`config.mk`:
```
export PLATFORM = sky130hd
export DESIGN_NAME = regfile_mp_sb
export DESIGN_NICKNAME = d
export VERILOG_FILES = /design/src/rtl/regfile_pkg.sv /design/src/rtl/regfile_scoreboard.sv /design/src/rtl/regfile_mp_sb.sv
export SDC_FILE = /design/constraint.sdc
export NUM_CORES = 2
export LEC_CHECK = 0
export BUFFER_PORTS_ARGS = -buffer_cell sky130_fd_sc_hd__buf_2
export CAP_MARGIN = 20
export CORE_ASPECT_RATIO = 0.9
export CORE_MARGIN = 8
export CORE_UTILIZATION = 50
export DETAILED_ROUTE_END_ITERATION = 12
export PLACE_DENSITY_LB_ADDON = 0.1
export SYNTH_ARGS = -nofsm -noshare
export SYNTH_HDL_FRONTEND = slang
export SYNTH_HIERARCHICAL = 1
export SYNTH_SLANG_ARGS = --single-unit
```
`constraint.sdc`:
```
create_clock -name clk -period 40 [get_ports clk]
set_input_delay 8 -clock clk [delete_from_list [all_inputs] [get_ports clk]]
set_output_delay 8 -clock clk [all_outputs]
set_load 0.01 [all_outputs]
```
`src/rtl/regfile_pkg.sv`:
```
// Shared definitions for the multi-port register file and its busy scoreboard.
//   XLEN_DEF / NREGS_DEF : default data width and register count
//   reg_addr_t / xlen_t  : address and data types for the default configuration
//   onehot_dec           : address to one-hot decoder (supports up to DEC_W registers)
package regfile_pkg;

  localparam int XLEN_DEF  = 32;
  localparam int NREGS_DEF = 32;
  localparam int AW_DEF    = $clog2(NREGS_DEF);
  localparam int DEC_W     = 256;

  typedef logic [AW_DEF-1:0]   reg_addr_t;
  typedef logic [XLEN_DEF-1:0] xlen_t;

  // One-hot decode of an 8-bit address; callers truncate the result to NREGS.
  function automatic logic [DEC_W-1:0] onehot_dec(input logic [7:0] a);
    logic [DEC_W-1:0] r;
    r    = '0;
    r[a] = 1'b1;
    return r;
  endfunction

endpackage

```
`src/rtl/regfile_scoreboard.sv`:
```
// Per-register busy scoreboard.
// Ports:
//   clk, reset        : clock, asynchronous active-high reset
//   we, wa            : writeback enables/addresses (each clears busy[wa])
//   iss_en, iss_addr  : issue port (sets busy[iss_addr]; wins over a same-edge clear)
//   busy              : current busy vector
//   busy_cnt          : registered popcount of busy, updated on the same edge
module regfile_scoreboard
  import regfile_pkg::*;
#(
  parameter int NREGS   = 32,
  parameter int NWR     = 2,
  parameter int ZERO_R0 = 1,
  localparam int AW     = $clog2(NREGS)
) (
  input  logic                    clk,
  input  logic                    reset,
  input  logic [NWR-1:0]          we,
  input  logic [NWR-1:0][AW-1:0]  wa,
  input  logic                    iss_en,
  input  logic [AW-1:0]           iss_addr,
  output logic [NREGS-1:0]        busy,
  output logic [AW:0]             busy_cnt
);

  logic [NREGS-1:0] busy_q, busy_d;
  logic [NREGS-1:0] clr_mask, set_mask;
  logic [AW:0]      cnt_q, cnt_d;

  always_comb begin
    clr_mask = '0;
    for (int j = 0; j < NWR; j++) begin
      if (we[j]) clr_mask = clr_mask | NREGS'(onehot_dec(8'(wa[j])));
    end
    set_mask = iss_en ? NREGS'(onehot_dec(8'(iss_addr))) : '0;
    // Set is applied after clear so a newly issued producer keeps the register busy.
    busy_d = (busy_q & ~clr_mask) | set_mask;
    if (ZERO_R0 != 0) busy_d[0] = 1'b0;
    // Count is taken from the next-state vector so it tracks busy on the same edge.
    cnt_d = '0;
    for (int i = 0; i < NREGS; i++) begin
      cnt_d = cnt_d + (AW+1)'(busy_d[i]);
    end
  end

  always_ff @(posedge clk or posedge reset) begin
    if (reset) begin
      busy_q <= '0;
      cnt_q  <= '0;
    end else begin
      busy_q <= busy_d;
      cnt_q  <= cnt_d;
    end
  end

  assign busy     = busy_q;
  assign busy_cnt = cnt_q;

endmodule

```
`src/rtl/regfile_mp_sb.sv`:
```
// Parametrised multi-port register file with busy scoreboard.
// Optional feature: define REGFILE_BYPASS_EN to forward same-cycle write data
// (and cleared busy) to the read ports.
// Ports:
//   clk, reset        : clock, asynchronous active-high reset
//   ra / rd / rbusy   : NRD combinational read ports (address, data, busy flag)
//   we / wa / wd      : NWR synchronous write ports; highest port index wins
//   iss_en / iss_addr : issue port marking a destination busy
//   busy_cnt          : registered number of busy registers
module regfile_mp_sb
  import regfile_pkg::*;
#(
  parameter int XLEN    = XLEN_DEF,
  parameter int NREGS   = NREGS_DEF,
  parameter int NRD     = 2,
  parameter int NWR     = 2,
  parameter int ZERO_R0 = 1,
  localparam int AW     = $clog2(NREGS)
) (
  input  logic                     clk,
  input  logic                     reset,
  input  logic [NRD-1:0][AW-1:0]   ra,
  output logic [NRD-1:0][XLEN-1:0] rd,
  output logic [NRD-1:0]           rbusy,
  input  logic [NWR-1:0]           we,
  input  logic [NWR-1:0][AW-1:0]   wa,
  input  logic [NWR-1:0][XLEN-1:0] wd,
  input  logic                     iss_en,
  input  logic [AW-1:0]            iss_addr,
  output logic [AW:0]              busy_cnt
);

  localparam bit ZR = (ZERO_R0 != 0);

  logic [XLEN-1:0]  rf_q [NREGS];
  logic [XLEN-1:0]  rf_d [NREGS];
  logic [NREGS-1:0] busy;

  regfile_scoreboard #(
    .NREGS   (NREGS),
    .NWR     (NWR),
    .ZERO_R0 (ZERO_R0)
  ) u_sb (
    .clk      (clk),
    .reset    (reset),
    .we       (we),
    .wa       (wa),
    .iss_en   (iss_en),
    .iss_addr (iss_addr),
    .busy     (busy),
    .busy_cnt (busy_cnt)
  );

  // Ports are applied in ascending order so the highest index wins a collision.
  always_comb begin
    rf_d = rf_q;
    for (int j = 0; j < NWR; j++) begin
      if (we[j] && !(ZR && (wa[j] == '0))) rf_d[wa[j]] = wd[j];
    end
  end

  always_ff @(posedge clk or posedge reset) begin
    if (reset) begin
      for (int i = 0; i < NREGS; i++) rf_q[i] <= '0;
    end else begin
      rf_q <= rf_d;
    end
  end

  // Reads are forced to zero while reset is held and for r0 when it is hardwired.
  always_comb begin
    for (int i = 0; i < NRD; i++) begin
      rd[i]    = '0;
      rbusy[i] = 1'b0;
      if (!reset && !(ZR && (ra[i] == '0))) begin
        rd[i]    = rf_q[ra[i]];
        rbusy[i] = busy[ra[i]];
`ifdef REGFILE_BYPASS_EN
        // Later ports override earlier ones, matching write priority.
        for (int j = 0; j < NWR; j++) begin
          if (we[j] && (wa[j] == ra[i])) begin
            rd[i]    = wd[j];
            rbusy[i] = iss_en && (iss_addr == ra[i]);
          end
        end
`endif
      end
    end
  end

endmodule
```
## After elaboration in Yosys (flattened, before gate mapping)

Index checks and enable logic that the tools add are counted.

| operators by class | value |
|---|---|
| add/subtract/negate cells | 30 |
| $lt $le $gt $ge | 14 |
| mux-type cells | 31 |
| bitwise gates (word level) | 8 |
| reductions and logical operators | 18 |

Operator list:

| operator | number |
|---|---|
| bitwise mux 1024 bit | 2 |
| two-way mux 1024 bit | 2 |
| two-way mux 32 bit | 11 |
| binary-select mux 32 bit (select 5 bit) | 2 |
| demux 32 bit (select 5 bit) | 2 |
| adder 6 x 1 -> 6 bit | 29 |
| OR 32 bit | 2 |
| AND 32 bit | 1 |
| NOT 32 bit | 1 |
| less-than comparator 5 x 9 -> 1 bit (second input constant) | 3 |
| greater-or-equal comparator 6 bit (second input constant) | 4 |
| NOT 5 -> 6 bit | 4 |
| zero test 5 bit | 4 |
| demux 1 bit (select 5 bit) | 3 |
| greater-or-equal comparator 5 x 1 -> 1 bit (second input constant) | 3 |
| less-than comparator 5 x 6 -> 1 bit (second input constant) | 2 |
| less-than comparator 6 x 1 -> 1 bit (second input constant) | 2 |
| binary-select mux 1 bit (select 5 bit) | 2 |
| logical AND 1 bit | 9 |
| two-way mux 1 bit | 7 |
| zero test 1 bit | 5 |
| adder 1 x 1 -> 2 bit | 1 |

| word-level totals | value |
|---|---|
| register bits after elaboration | 1,061 |
| input bits | 94 |
| word-level logic and storage cells | 135 |

## Longest topological paths before layout

| depth | value |
|---|---|
| depth in word-level cells | 40 |
| gate-level depth with buffers | 19 |
| depth with buffers taken out | 18 |

## By module

Netlist, hierarchy kept.

By module, submodules not included:

| module | instances | cells each | area each (µm²) |
|---|---|---|---|
| regfile_mp_sb | 1 | 5,875 | 63,687.3 |
| regfile_scoreboard | 1 | 243 | 2,633.8 |

## Worst setup path after synthesis

OpenSTA, ideal clock, no wires.

| path | value |
|---|---|
| path type | input port to output port |
| from | in reset |
| to | out rbusy[1] |
| data arrival time | 33,906 ps |
| path slack | -1,906 ps |
| stages | 3 |
| path buffers | 0 |
| cell sequence | inv_1 nand3_1 o221ai_1 |

| on the way | value |
|---|---|
| cells in the longest elaborated chain, start to end | 3 |

Ends and longest elaborated chain:

| element | RTL line | RTL |
|---|---|---|
| start: declaration | regfile_mp_sb.sv:21 | `input logic reset,` |
| zero test 1 bit (no source line) | - |  |
| logical AND 1 bit | regfile_mp_sb.sv:75 | `if (!reset && !(ZR && (ra[i] == '0))) begin` |
| two-way mux 1 bit | regfile_mp_sb.sv:75 |  |
| end: declaration | regfile_mp_sb.sv:24 | `output logic [NRD-1:0] rbusy,` |

Every way passes these cells.

==> results.json <==
{
  "p_per_area_mw_per_mm2": 54.82,
  "io_pins": 166,
  "fillers": 11270,
  "cap_violations": 0,
  "fin_cells": 7623,
  "mostFrequentLayoutCells": "1231 x mux2i_1, 1061 x dfrtp_1, 524 x nand2_1, 524 x nor2_1, 516 x a21oi_1",
  "clock_skew_ns": 0.009024,
  "synth_ff_type": "dfrtp_1",
  "holdCritPathClass": "flip-flop to flip-flop",
  "grt_pass1_wl_um": 375700,
  "cts_root_buf": "clkbuf_16",
  "yosysWarnings": 6,
  "ys_seq_area_share_pct": 40.03,
  "grtUsageTotal_pct": 35.25,
  "final.min_clock_period_ns": 20.65,
  "postLayoutCellArea_mm2": 0.07215,
  "ys_ff_latch": 1061,
  "period_share_pct": 51.62,
  "drt-total-wl_um": 259800,
  "max_freq_mhz": 48.43,
  "area_growth_pct": 8.795,
  "slew_headroom_pct": 18.24,
  "drt-initial-drc-count": 7663,
  "synthMuxAreaShare_pct": 34.78,
  "drtPass1Iterations": 8,
  "grt_pass1_vias": 50590,
  "place_congestion": 0.8559,
  "die_w_um": 399.9,
  "crit_path_start_kind": "input port",
  "clk_latency_ns": 0.75,
  "syn_nets": 6242,
  "synth_top_area_share_pct": 40.03,
  "via_per_inst": 6.888,
  "layout-drive-gt1-share_pct": 18.07,
  "synth_top_family_by_area": "multiplexers",
  "clk_pin_slew_worst_paths_ns": 0.06,
  "tritoncts": "done",
  "drv_slew": 0,
  "dpl_cell_area_mm2": 0.06760,
  "peakVddDrop_v": 0.00008508,
  "port_buffers": 165,
  "rows": 126,
  "crit_type": "input port to primary output",
  "synthesis.area_mm2": 0.06632,
  "antenna_left": 0,
  "crit_arrival_ns": 12.65,
  "synthTopCellsByArea": "dfrtp_1 40%, mux2i_1 19%, mux4_2 16%",
  "cts-resized-gates": 0,
  "vias": 52510,
  "drc": 0,
  "synth_edf_count": 0,
  "worst-endpoint-required_ns": 32.00,
  "antenna_found_initial": 21,
  "wl_per_cell_um": 34.08,
  "hold_viol_final": 0,
  "avgSynthCellArea_um2": 10.84,
  "cp_max_fo": 66,
  "synth-compound-area-share_pct": 11.78,
  "dp_hpwl_um": 141600,
  "setup_viol": 0,
  "die_h_um": 361.5,
  "die_area_mm2": 0.1446,
  "final_common_cell": "mux2i_1",
  "cts_buffers": 120,
  "netlist_instances": 6118,
  "clockBufferDepth": 3,
  "synth-simple-area-share_pct": 7.588,
  "synthAdderAreaFrac_pct": 0.8263,
  "ys_async_sr_fraction_pct": 100.0,
  "yosysTopAreaCell": "dfrtp_1",
  "synth_cell_type_count": 67,
  "tightest_slew_ns": 1.226,
  "place_inst": 7387,
  "status": "finished, final reports clean",
  "globalRouteOverflowTotal": 0,
  "synthXorXnorAreaFrac_pct": 0.03962,
  "rsz0062_at_grt": "false",
  "cts_num_sinks": 1061,
  "nNetsFinal": 5913,
  "grt_max_degree": 161,
  "cts.htree.levels": 3,
  "p_leak_nw": 30.76,
  "cts_setup_buffers": 0,
  "initial_core_util_pct": 50.50,
  "setup_tns_ns": 0,
  "core_mm2": 0.1313,
  "critPathCaptureType": "primary output",
  "holdBufCountCts": 0
}
[sequential cells by signal, summed over array words and instances, names as in the netlist]
name           count
u_sb/busy         31
u_sb/busy_cnt      6
rf_q            1024
[final timing paths]
check	startpoint	endpoint	slack [ns]	cells after the start
max in group asynchronous	reset	rf_q[306]	28.76	6
hold / removal	rf_q[1023]	rf_q[1023]	0.40	0
setup / recovery	ra[5]	rd[47]	19.35	10
hold reg to reg	rf_q[1023]	rf_q[1023]	0.40	0
min in group asynchronous	reset	rf_q[779]	7.29	2
setup reg to reg	u_sb/busy[18]	u_sb/busy_cnt[4]	34.59	16
[metal layers]
metal	global-route usage, %	vias up	part of all wire [%]	wire, um
li1	-	21840	-	-
met1	49.28	26560	40	104300
met4	14.64	16	4.9	12620
met2	52.21	3390	44	114300
met5	0	-	0.042	108
met3	9.205	697	11	28490
[synth_stat cells, types with 7 or more instances]
| cell type | number |
|---|---|
| inv_1 | 25 |
| a22o_1 | 65 |
| o22ai_1 | 28 |
| o21ai_0 | 284 |
| fa_1 | 23 |
| ha_1 | 7 |
| a21oi_1 | 516 |
| a2111oi_1 | 10 |
| nor3_1 | 29 |
| nor2_2 | 7 |
| a211oi_1 | 38 |
| o22a_1 | 33 |
| dfrtp_1 | 1061 |
| and3b_1 | 10 |
| clkbuf_1 | 518 |
| o21ai_1 | 198 |
| a2111oi_2 | 11 |
| buf_1 | 22 |
| buf_4 | 20 |
| mux2i_1 | 1231 |
| a2bb2oi_1 | 12 |
| a32o_1 | 14 |
| a32oi_1 | 14 |
| buf_6 | 17 |
| nand2b_1 | 9 |
| a2111oi_0 | 7 |
| o221ai_1 | 59 |
| mux4_2 | 474 |
| nor2_1 | 546 |
| nor3b_2 | 8 |
| buf_2 | 158 |
| nor2b_1 | 25 |
| a22oi_1 | 19 |
| nand2_1 | 544 |
[cell type report]
type,instances,area (um2),share of cell area (%)
inverters,25,97.59,0.1353
clock inverters,54,865.8,1.200
multi-input cells,4295,37010,51.29
flip-flops and latches,1061,26550,36.80
diodes,7,17.52,0.02428
repair buffers,286,1973,2.735
clock buffers,167,3481,4.824
well taps,1728,2162,2.996
[kinds of logic (layout without fill, tap and decap cells)]
logic type	count (synthesis)	in the layout
DFF	1061	1061
other	1	8
and+or+nand+nor	1224	1224
muxes	1711	1711
buffers and inverters	762	532
adders and majority gates	30	30
xor gates and xnor gates	3	3
AOI/OAI and AO/OA	1326	1326
[critical path, cell delays in order]
cell      delay [ns]
buf_8           0.57
buf_4           0.85
buf_4           0.87
buf_4           0.43
buf_16          0.33
mux4_2          0.55
mux2i_1         0.15
o22a_1          0.28
o221ai_1        0.21
buf_2           0.22
[power by group]
group | switching, W | internal, W
Combinational | 0.000540 | 0.000588
Sequential | 0.000232 | 0.00136
Clock | 0.000491 | 0.000745
Total | 0.00126 | 0.00269
[stage by stage]
stage	hold WS, ns	setup WS (ns)	power, W	utilization, %
global route	0.4079	18.96	0.004146	54.94
finish	0.3986	19.35	0.003955	54.94
CTS	0.3973	18.90	0.003948	54.79
detailed placement	0.3833	18.91	0.002714	51.48
global placement	0.3777	18.95	0.002684	51.45
floorplan	0.4413	6.851	0.002413	-
Power figures use the tool's default switching activity.
